$ cat src/rtl/decoder_scan_ctrl.sv
// Scan sequencer driving a 3-to-8 decoder: walks the enabled positions of a mask,
// holding each for a programmable dwell with optional blanking gaps in between.
module decoder_scan_ctrl #(
    parameter int DWELL_W      = 8,
    parameter int BLANK_CYCLES = 1
) (
    input  logic               clk,
    input  logic               rst_n,
    input  logic               start,
    input  logic               stop,
    input  logic               mode,
    input  logic [DWELL_W-1:0] dwell,
    input  logic [7:0]         mask,
    output logic [2:0]         sel,
    output logic               en,
    output logic               busy,
    output logic               pass_done
);

    typedef enum logic [1:0] {
        ST_IDLE  = 2'd0,
        ST_BLANK = 2'd1,
        ST_DWELL = 2'd2
    } state_e;

    localparam logic       HAS_BLANK  = (BLANK_CYCLES > 0);
    localparam logic [7:0] BLANK_LAST = (BLANK_CYCLES > 0) ? 8'(BLANK_CYCLES - 1) : 8'd0;

    state_e             state_q, state_d;
    logic [2:0]         sel_q, sel_d;
    logic               en_q, en_d;
    logic               busy_q, busy_d;
    logic               pass_done_q, pass_done_d;
    logic               mode_q, mode_d;
    logic [DWELL_W-1:0] dwell_q, dwell_d;
    logic [7:0]         mask_q, mask_d;
    logic [DWELL_W-1:0] dwell_cnt_q, dwell_cnt_d;
    logic [7:0]         blank_cnt_q, blank_cnt_d;

    logic               dwell_last;
    logic [2:0]         next_pos;
    logic               pass_end;

    function automatic logic [2:0] lowest_bit(input logic [7:0] m);
        lowest_bit = 3'd0;
        for (int i = 7; i >= 0; i--) begin
            if (m[i]) lowest_bit = 3'(i);
        end
    endfunction

    // Smallest positive offset wins; a lone bit maps back onto itself.
    function automatic logic [2:0] next_bit(input logic [7:0] m, input logic [2:0] cur);
        logic [2:0] idx;
        next_bit = cur;
        for (int off = 7; off >= 1; off--) begin
            idx = cur + 3'(off);
            if (m[idx]) next_bit = idx;
        end
    endfunction

    assign dwell_last = (dwell_q == '0) || (dwell_cnt_q == dwell_q - 1'b1);
    assign next_pos   = next_bit(mask_q, sel_q);
    assign pass_end   = (next_pos <= sel_q);

    always_comb begin
        state_d     = state_q;
        sel_d       = sel_q;
        pass_done_d = 1'b0;
        mode_d      = mode_q;
        dwell_d     = dwell_q;
        mask_d      = mask_q;
        dwell_cnt_d = dwell_cnt_q;
        blank_cnt_d = blank_cnt_q;

        case (state_q)
            ST_IDLE: begin
                if (start && !stop && (mask != 8'd0)) begin
                    mode_d      = mode;
                    dwell_d     = dwell;
                    mask_d      = mask;
                    sel_d       = lowest_bit(mask);
                    dwell_cnt_d = '0;
                    blank_cnt_d = 8'd0;
                    state_d     = HAS_BLANK ? ST_BLANK : ST_DWELL;
                end
            end
            ST_BLANK: begin
                if (blank_cnt_q == BLANK_LAST) begin
                    dwell_cnt_d = '0;
                    state_d     = ST_DWELL;
                end else begin
                    blank_cnt_d = blank_cnt_q + 8'd1;
                end
            end
            ST_DWELL: begin
                if (dwell_last) begin
                    pass_done_d = pass_end;
                    if (pass_end && mode_q) begin
                        state_d = ST_IDLE;
                    end else begin
                        sel_d       = next_pos;
                        dwell_cnt_d = '0;
                        blank_cnt_d = 8'd0;
                        state_d     = HAS_BLANK ? ST_BLANK : ST_DWELL;
                    end
                end else begin
                    dwell_cnt_d = dwell_cnt_q + 1'b1;
                end
            end
            default: state_d = ST_IDLE;
        endcase

        // Abort overrides every transition above; sel keeps its last value.
        if (stop) begin
            state_d     = ST_IDLE;
            sel_d       = sel_q;
            pass_done_d = 1'b0;
        end

        en_d   = (state_d == ST_DWELL);
        busy_d = (state_d != ST_IDLE);
    end

    always_ff @(posedge clk or negedge rst_n) begin
        if (!rst_n) begin
            state_q     <= ST_IDLE;
            sel_q       <= 3'd0;
            en_q        <= 1'b0;
            busy_q      <= 1'b0;
            pass_done_q <= 1'b0;
            mode_q      <= 1'b0;
            dwell_q     <= '0;
            mask_q      <= 8'd0;
            dwell_cnt_q <= '0;
            blank_cnt_q <= 8'd0;
        end else begin
            state_q     <= state_d;
            sel_q       <= sel_d;
            en_q        <= en_d;
            busy_q      <= busy_d;
            pass_done_q <= pass_done_d;
            mode_q      <= mode_d;
            dwell_q     <= dwell_d;
            mask_q      <= mask_d;
            dwell_cnt_q <= dwell_cnt_d;
            blank_cnt_q <= blank_cnt_d;
        end
    end

    assign sel       = sel_q;
    assign en        = en_q;
    assign busy      = busy_q;
    assign pass_done = pass_done_q;

endmodule
$ cat config.mk
export PLATFORM = sky130hd
export DESIGN_NAME = decoder_scan_ctrl
export DESIGN_NICKNAME = d
export VERILOG_FILES = /design/src/rtl/decoder_scan_ctrl.sv
export SDC_FILE = /design/constraint.sdc
export NUM_CORES = 1
export LEC_CHECK = 0
export BUFFER_PORTS_ARGS = -buffer_cell sky130_fd_sc_hd__buf_4
export CORE_MARGIN = 1.5
export CORE_UTILIZATION = 25
export DETAILED_ROUTE_END_ITERATION = 10
export GPL_ROUTABILITY_DRIVEN = 0
export PLACE_DENSITY = 0.49
export SLEW_MARGIN = 20
export SYNTH_ARGS = -nofsm -noshare
export SYNTH_HDL_FRONTEND = slang
export SYNTH_SLANG_ARGS = --single-unit
$ cat constraint.sdc
create_clock -name clk -period 7.4 [get_ports clk]
set_input_delay 1.48 -clock clk [delete_from_list [all_inputs] [get_ports clk]]
set_output_delay 1.48 -clock clk [all_outputs]
set_load 0.1 [all_outputs]
==> results.rst, run 1 <==
.. list-table::
   :header-rows: 1

   * - Metric
     - Value
   * - Kind of end point of the critical path
     - flop
   * - Number of cells traversed by the worst hold path
     - 1
   * - Crit share post-route
     - 73.00%
   * - Power after layout
     - about 0.0016 W
   * - Clock tree skew after final layout
     - 0.003875 ns
   * - H-tree depth
     - 2
   * - Post-route met1 wirelength
     - roughly 3.9 mm
   * - HPWL after DPL
     - 5.954 mm
   * - Global-route wire length before repair
     - 13.45 mm
   * - Fin util
     - 29.60%
   * - Clock buffer depth
     - 2
   * - Slew margin rel.
     - between 30 and 40%
   * - Met3 WL post-DR
     - 267 µm
   * - Pin slew with the least headroom to its limit
     - roughly 0.9 ns
   * - Sum of overflow across all layers after global routing
     - 0
   * - Min-delay src
     - mode_q
   * - TritonCTS clock tree
     - built
   * - Avg Synthesized Cell Area
     - 9.170 µm²
   * - Share of the yosys chip area belonging to registers
     - 31.70%
   * - Min cycle time layout
     - approximately 5.4 ns
   * - Biggest fanout along the worst timing path
     - 19
   * - Peak Freq
     - ~190 MHz
   * - DR vias
     - around 2800
   * - Uppermost layer routed
     - met4
   * - TritonCTS Sinks
     - 41
   * - Critical R2R Launch
     - sel[0]
   * - Critical path start-end classification
     - reg -> reg
   * - Vias per inst
     - between 5 and 6
   * - Layout-stage area growth over the synthesis result
     - 15.38%
   * - Synthesized netlist cell count
     - 353
   * - Area occupied by multi-input gates
     - 0.002058 mm²
   * - Kind of launch point of the worst setup path
     - flop
   * - Number of inserted filler cells in the final layout
     - 1385
   * - Number of synthesized register bits
     - 41
   * - FF-to-FF path depth
     - 17
   * - ANT cells
     - 0
   * - Hold_ws
     - 0.5363 ns
   * - Final Slew Violations
     - 0
   * - Class of the tightest hold or removal check
     - reg -> reg
   * - Core Footprint
     - 0.01262 mm²
   * - Post-CTS setup repair buffer count
     - 0
   * - Total number of nets in the final design
     - 403
   * - DRT Pass-1 Iters
     - 4
   * - Pin count of the biggest net entering global routing
     - 42
   * - Number of antenna violations at the first check in global routing
     - 0
   * - Fraction of layout instances using a drive strength above 1
     - 19.30%
   * - Tot GR Track Use
     - 12.69%
   * - Site row count
     - 41
   * - Required time of the worst setup path
     - 7.53 ns
   * - Prevailing post-synth register cell
     - sky130_fd_sc_hd__dfrtp_1
   * - EDFF count, synth
     - 0
   * - RSZ-0062 raised after global routing
     - false
   * - # setup viols final
     - 0
   * - Accumulated negative setup slack
     - 0 ns
   * - Hold bufs inserted after CTS
     - 0
   * - PD cells
     - 432.7 mW/mm²
   * - Post-route antenna net violation count
     - 0
   * - Number of buffer cells added on primary ports
     - 26
   * - Outcome
     - finished clean
   * - CTS resizes
     - 0
   * - Initial DRC count
     - 149
   * - # IOs
     - 27
   * - Hold Crit Endpoint
     - mode_q
   * - Synth cell types
     - 62
   * - Clock slew at the register clock pins of the worst setup and hold paths
     - 0.06 ns
   * - Total of warnings raised by yosys
     - 0
   * - Arrival @ worst endpoint
     - 5.53 ns
   * - Netlist area before placement
     - 0.003237 mm²
   * - Wirelength, routed
     - 8.224 mm
   * - Total count of hold-check failures in the final report
     - 0
   * - Wire length on met2
     - 3.876 mm
   * - Share of synthesized registers carrying an async set or reset
     - between 90% and 100%
   * - Library cell used as clock root buffer
     - sky130_fd_sc_hd__clkbuf_16
   * - Maximum resistive drop on vdd
     - 0.0001334 V
   * - Placed cell area
     - between 0.003 and 0.004 mm²
   * - Area taken by flip-flops and latches
     - 0.001026 mm²
   * - Net count after synthesis
     - 383
   * - Avg WL per Cell
     - approximately 15 µm
   * - Crit Reg-Reg Endpoint
     - dwell_cnt_q[7]
   * - Number of buffers added by the clock tree synthesis step
     - 5
   * - Vertical die dimension
     - 116.8 µm
   * - Post-Layout Inst Area
     - 0.003735 mm²
   * - Die Outline Area
     - 0.01364 mm²
   * - Static power due to leakage
     - 1.487 nW
   * - Via count of the first global-routing pass
     - 2691
   * - Starting density of the core
     - 25.65%
   * - Worst-skew pair later-pin latency
     - 0.29 ns
   * - Max-cap violation count
     - 0
   * - Die Wd
     - ~120 µm
   * - Minimum setup slack among reg-to-reg paths
     - 2.00 ns
   * - # DRC
     - 0
==> where the power goes <==
part,switching (W),internal [W]
clock network,0.0000854,0.000132
logic,0.000563,0.000435
registers,0.000122,0.000278
total,0.000770,0.000846
==> placed cells by master, fill, tap and decap left out, types with 11 or more instances in the layout <==
master                    synthesis  routed
sky130_fd_sc_hd__dfrtp_1         41      41
sky130_fd_sc_hd__nand2_1         37      37
sky130_fd_sc_hd__buf_4            1      26
sky130_fd_sc_hd__inv_1           24      24
sky130_fd_sc_hd__mux2_2          21      21
sky130_fd_sc_hd__a21oi_1         19      19
sky130_fd_sc_hd__nor2_1          17      17
sky130_fd_sc_hd__mux2i_1         15      15
sky130_fd_sc_hd__nand3_1         11      11
==> state kept, by name, indices dropped and copies added (netlist names) <==
| signal | flops |
|---|---|
| en | 1 |
| state_q | 2 |
| blank_cnt_q | 8 |
| sel | 3 |
| dwell_q | 8 |
| mode_q | 1 |
| dwell_cnt_q | 8 |
| pass_done | 1 |
| busy | 1 |
| mask_q | 8 |
==> layer usage <==
layer | GRT usage, % | vias to the layer above
met5 | 0 | -
met2 | 20.90 | 49
met4 | 5.382 | 0
met1 | 16.60 | 1341
met3 | 2.008 | 12
li1 | - | 1353
==> critical path: stages, from the launching register on <==
cell                       delay, ns
sky130_fd_sc_hd__dfrtp_1        0.88
sky130_fd_sc_hd__clkinv_1       0.46
sky130_fd_sc_hd__ha_1           0.62
sky130_fd_sc_hd__mux4_2         0.40
sky130_fd_sc_hd__a221oi_1       0.43
sky130_fd_sc_hd__o211ai_1       0.15
sky130_fd_sc_hd__o21a_1         0.20
sky130_fd_sc_hd__a22o_1         0.24
sky130_fd_sc_hd__nor2_1         0.09
sky130_fd_sc_hd__a31oi_1        0.06
sky130_fd_sc_hd__ha_1           0.34
sky130_fd_sc_hd__o21ai_0        0.07
sky130_fd_sc_hd__a32oi_1        0.24
sky130_fd_sc_hd__nand2b_1       0.17
sky130_fd_sc_hd__nand2_1        0.15
sky130_fd_sc_hd__o21a_1         0.19
sky130_fd_sc_hd__o21ai_1        0.33
sky130_fd_sc_hd__o221ai_1       0.22
==> cells by family after synthesis <==
logic type | Yosys count | synth area share [%]
AND/OR/NAND/NOR | 117 | 18.05
buffers and inverters | 39 | 4.948
multiplexers | 46 | 18.90
flip-flops | 41 | 31.70
XOR/XNOR | 13 | 3.750
adder cells (fa/ha/maj) | 9 | 3.479
AO/OA/AOI/OAI | 88 | 19.17
==> Yosys cell counts, drive strengths merged (7+ instances only) <==
library cell   n  area [µm²]
dfrtp         41        1026
nand2         38       145.1
clkbuf         7       26.28
xnor2          7       61.31
o21ai         13       65.06
a21oi         20       103.9
ha             9       112.6
a31oi          8       50.05
nor4           8       50.05
mux4           9       202.7
nor2          17       63.81
nand3         11       55.05
inv           24       90.09
mux2          21       236.5
mux2i         16       172.7
nor3           9       50.05
==> area by class of cell <==
type | count | share of cell area, %
multi-input combinational | 273 | 55.11
sequential | 41 | 27.47
tap | 172 | 5.762
timing repair buffer | 26 | 5.226
clock buffer | 7 | 3.819
inverter | 26 | 2.613
==> through the flow <==
step / std cells / setup slack [ns]
finish: 545 / 1.998
global route: 545 / 1.518
CTS: 545 / 2.001
detailed placement: 538 / 2.014
global placement: 538 / 2.240
floorplan: 353 / 2.203
==> how the worst max path moves through the flow <==
stage,end,start,slack [ns],cells after the start
2_1_floorplan,sel[1],sel[0],2.20,20
3_3_place_gp,dwell_cnt_q[7],sel[0],2.24,17
4_1_cts,sel[1],sel[0],2.00,17
6_report,dwell_cnt_q[7],sel[0],2.00,17
3_5_place_dp,dwell_cnt_q[7],sel[0],2.01,17
5_1_grt,dwell_cnt_q[7],sel[0],1.52,17
No activity file was read; power rests on OpenSTA's default activity.
==> inputs of run 2 (changes only) <==
--- a/config.mk
+++ b/config.mk
@@ -10,7 +10,7 @@
 export CORE_UTILIZATION = 25
 export DETAILED_ROUTE_END_ITERATION = 10
 export GPL_ROUTABILITY_DRIVEN = 0
-export PLACE_DENSITY = 0.49
+export PLACE_DENSITY = 0.5
 export SLEW_MARGIN = 20
 export SYNTH_ARGS = -nofsm -noshare
 export SYNTH_HDL_FRONTEND = slang
==> constraint.sdc (replaced) <==
create_clock -name clk -period 4.6 [get_ports clk]
set_input_delay 0.92 -clock clk [delete_from_list [all_inputs] [get_ports clk]]
set_output_delay 0.92 -clock clk [all_outputs]
set_load 0.1 [all_outputs]
==> run 2 against run 1 <==
Compared with the run above: non-clock buffer count rose by 6; clock skew rose by 0.00076 ns; total power rose by 64%; maximum frequency rose by 28%; routed wire length rose by 1.0%; via count rose by 2.3%; sequential share of layout area fell by 0.34 points; combinational power rose by 69%; critical path type unchanged; largest cell class unchanged.
==> results.rst, run 2 (synthesized netlist as in run 1, its figures left out) <==
.. list-table::
   :header-rows: 1

   * - Metric
     - Value
   * - Pin count of the biggest net entering global routing
     - 42
   * - Biggest fanout along the worst timing path
     - 7
   * - Site row count
     - 41
   * - Fraction of layout instances using a drive strength above 1
     - 22.11%
   * - Number of buffer cells added on primary ports
     - 26
   * - HPWL after DPL
     - around 6 mm
   * - Clock buffer depth
     - 2
   * - TritonCTS clock tree
     - built
   * - Crit share post-route
     - 91.74%
   * - Post-Layout Inst Area
     - ~0.0038 mm²
   * - Accumulated negative setup slack
     - 0 ns
   * - # setup viols final
     - 0
   * - Clock network power share
     - between 10% and 20%
   * - Share of power burned in registers
     - 22.5%
   * - Total count of hold-check failures in the final report
     - 0
   * - DR vias
     - 2818
   * - Fin util
     - 30.11%
   * - Placed cells
     - 544
   * - Hold bufs inserted after CTS
     - 0
   * - Comb pwr share
     - 63.4%
   * - Clock tree skew after final layout
     - 0.004638 ns
   * - RSZ-0062 raised after global routing
     - false
   * - Maximum resistive drop on vdd
     - 0.0002096 V
   * - Max-cap violation count
     - 0
   * - Final Slew Violations
     - 0
   * - Number of buffers added by the clock tree synthesis step
     - 5
   * - ANT cells
     - 0
   * - # DRC
     - 0
   * - Clock slew at the register clock pins of the worst setup and hold paths
     - 0.06 ns
   * - Total net switching power
     - 0.001246 W
   * - Peak Freq
     - 237.0 MHz
   * - # IOs
     - 27
   * - Vertical die dimension
     - 116.8 µm
   * - TritonCTS Sinks
     - between 40 and 50
   * - Worst-skew pair later-pin latency
     - 0.28 ns
   * - Final Non-Filler Cells
     - 552
   * - Global-route wire length before repair
     - 14.08 mm
   * - Switching power as a share of total power
     - 46.90%
   * - Post-route setup slack
     - 0.3798 ns
   * - Slew margin rel.
     - 32.47%
   * - Kind of launch point of the worst setup path
     - flop
   * - Outcome
     - finished clean
   * - Kind of end point of the critical path
     - flop
   * - Library cell appearing most often on the critical path
     - sky130_fd_sc_hd__ha_1
   * - Via count of the first global-routing pass
     - 2818
   * - DRT Pass-1 Iters
     - 4
   * - Library cell used as clock root buffer
     - sky130_fd_sc_hd__clkbuf_16
   * - Total number of nets in the final design
     - 409
   * - Pin slew with the least headroom to its limit
     - 1.008 ns
   * - Slowest cell delay on critical path
     - 0.43 ns
   * - Tot GR Track Use
     - 13.03%
   * - Worst path buffer plus inverter count
     - 1
   * - Die Wd
     - 116.8 µm
   * - H-tree depth
     - 2
   * - Family with the most delay on the worst path
     - compound AO/OA/AOI/OAI gates
   * - Die Outline Area
     - between 0.01 and 0.015 mm²
   * - Number of antenna violations at the first check in global routing
     - 0
   * - Arrival @ worst endpoint
     - approximately 4.4 ns
   * - Min cycle time layout
     - about 4.2 ns
   * - Top library cells by usage in the layout, fill and taps aside
     - sky130_fd_sc_hd__dfrtp_1 (39), sky130_fd_sc_hd__nand2_1 (37), sky130_fd_sc_hd__buf_4 (32)
   * - Critical path start-end classification
     - reg -> reg
   * - Layout-stage area growth over the synthesis result
     - 17.39%
   * - Post-route antenna net violation count
     - 0
   * - Vias per inst
     - roughly 5.1
   * - Required time of the worst setup path
     - 4.76 ns
   * - Placed cell area
     - 0.003638 mm²
   * - Avg WL per Cell
     - around 15 µm
   * - Sum of overflow across all layers after global routing
     - 0
   * - Worst Setup Slack post-DPL
     - 0.3508 ns
   * - Starting density of the core
     - 25.65%
   * - Design internal power
     - 0.001411 W
   * - Leading cell type in the layout, fill and taps excluded
     - sky130_fd_sc_hd__dfrtp_1
   * - PD cells
     - 699.1 mW/mm²
   * - Class of the tightest hold or removal check
     - reg -> reg
   * - Static power due to leakage
     - 1.527 nW
   * - Initial DRC count
     - between 100 and 150
   * - Worst path slowest cell
     - sky130_fd_sc_hd__ha_1
   * - Wirelength, routed
     - roughly 8.3 mm
   * - Crit path cell chain
     - clkinv_2 > ha_1 > mux4_2 > a221oi_1 > o211ai_1 > o21a_1 > a22o_1 > nor2_1 > a31oi_1 > ha_1 > o21ai_0 > a32oi_1 > nor2b_1 > or3_1 > nor4_1 > nor3_1 > mux2i_1
   * - Core Footprint
     - ~0.013 mm²
==> run 2: cell types whose count changed in the layout (fill, tap and decap cells not counted) <==
cell and change:
sky130_fd_sc_hd__clkbuf_1 -1, sky130_fd_sc_hd__o21ai_1 -1, sky130_fd_sc_hd__dfrtp_4 +1, sky130_fd_sc_hd__clkinv_1 -1, sky130_fd_sc_hd__nor2b_4 -1, sky130_fd_sc_hd__dfrtp_1 -2, sky130_fd_sc_hd__dfrtp_2 +1, sky130_fd_sc_hd__nor2b_2 +1
sky130_fd_sc_hd__clkinv_2 +2, sky130_fd_sc_hd__o21ai_2 +1, sky130_fd_sc_hd__buf_4 +6, sky130_fd_sc_hd__clkbuf_8 +1
==> run 2: path summary, 6_finish.rpt <==
path | slack [ns] | startpoint | cells past startpoint | end
setup / recovery | 0.38 | sel[0] | 17 | sel[1]
hold reg to reg | 0.54 | mode_q | 1 | mode_q
setup reg to reg | 0.38 | sel[0] | 17 | sel[1]
min in group asynchronous | 0.62 | rst_n | 1 | dwell_q[4]
hold / removal | 0.54 | mode_q | 1 | mode_q
max in group asynchronous | 3.55 | rst_n | 1 | sel[0]
==> run 2: what timing repair did <==
item | 4_1_cts | 5_1_grt
setup buffers | 0 | 0
resized for setup | 0 | 1
endpoints found under the setup margin | 0 | 1
==> run 2: worst reg2reg max path, delay by kind of cell, from the launching register on <==
| family | cells | cell delay (ns) |
|---|---|---|
| fa+ha+maj | 2 | 0.74 |
| compound gates | 7 | 1.33 |
| flops | 1 | 0.41 |
| simple gates | 5 | 0.95 |
| buf+inv | 1 | 0.12 |
| mux | 2 | 0.55 |
==> run 2: stage by stage <==
step	hold WS [ns]	total power [W]
final	0.5385	0.002657
after CTS	0.5360	0.002670
after detailed placement	0.5210	0.002277
after floorplan	0.4958	0.001907
after global routing	0.5546	0.002884
after global placement	0.5182	0.002264
==> run 2: area by class of cell <==
class	instances	area, µm²
multi-input combinational	273	2057
sequential	41	1031
clock buffer	7	152.6
timing repair buffer	32	240.2
fill	1344	8820
inverter	26	98.84
tap	172	215.2
clock inverter	1	5.005
==> run 2: power by group through the flow <==
stage | Clock, W | Combinational [W] | Sequential (W)
6_report | 0.000374 | 0.00169 | 0.000597
4_1_cts | 0.000387 | 0.00169 | 0.000594
5_1_grt | 0.000403 | 0.00186 | 0.000617
2_1_floorplan | 0 | 0.00126 | 0.000650
3_5_place_dp | 0 | 0.00168 | 0.000600
3_3_place_gp | 0 | 0.00167 | 0.000599
==> run 2: per-layer routing <==
metal | share of wire (%) | global-route usage, % | wire (µm) | up-vias
li1 | - | - | - | 1361
met1 | 47 | 17.61 | 3939 | 1404
met2 | 49 | 22.18 | 4070 | 47
met3 | 2.4 | 1.390 | 199 | 6
met4 | 1.2 | 3.695 | 97 | 0
met5 | 0 | 0 | 0 | -
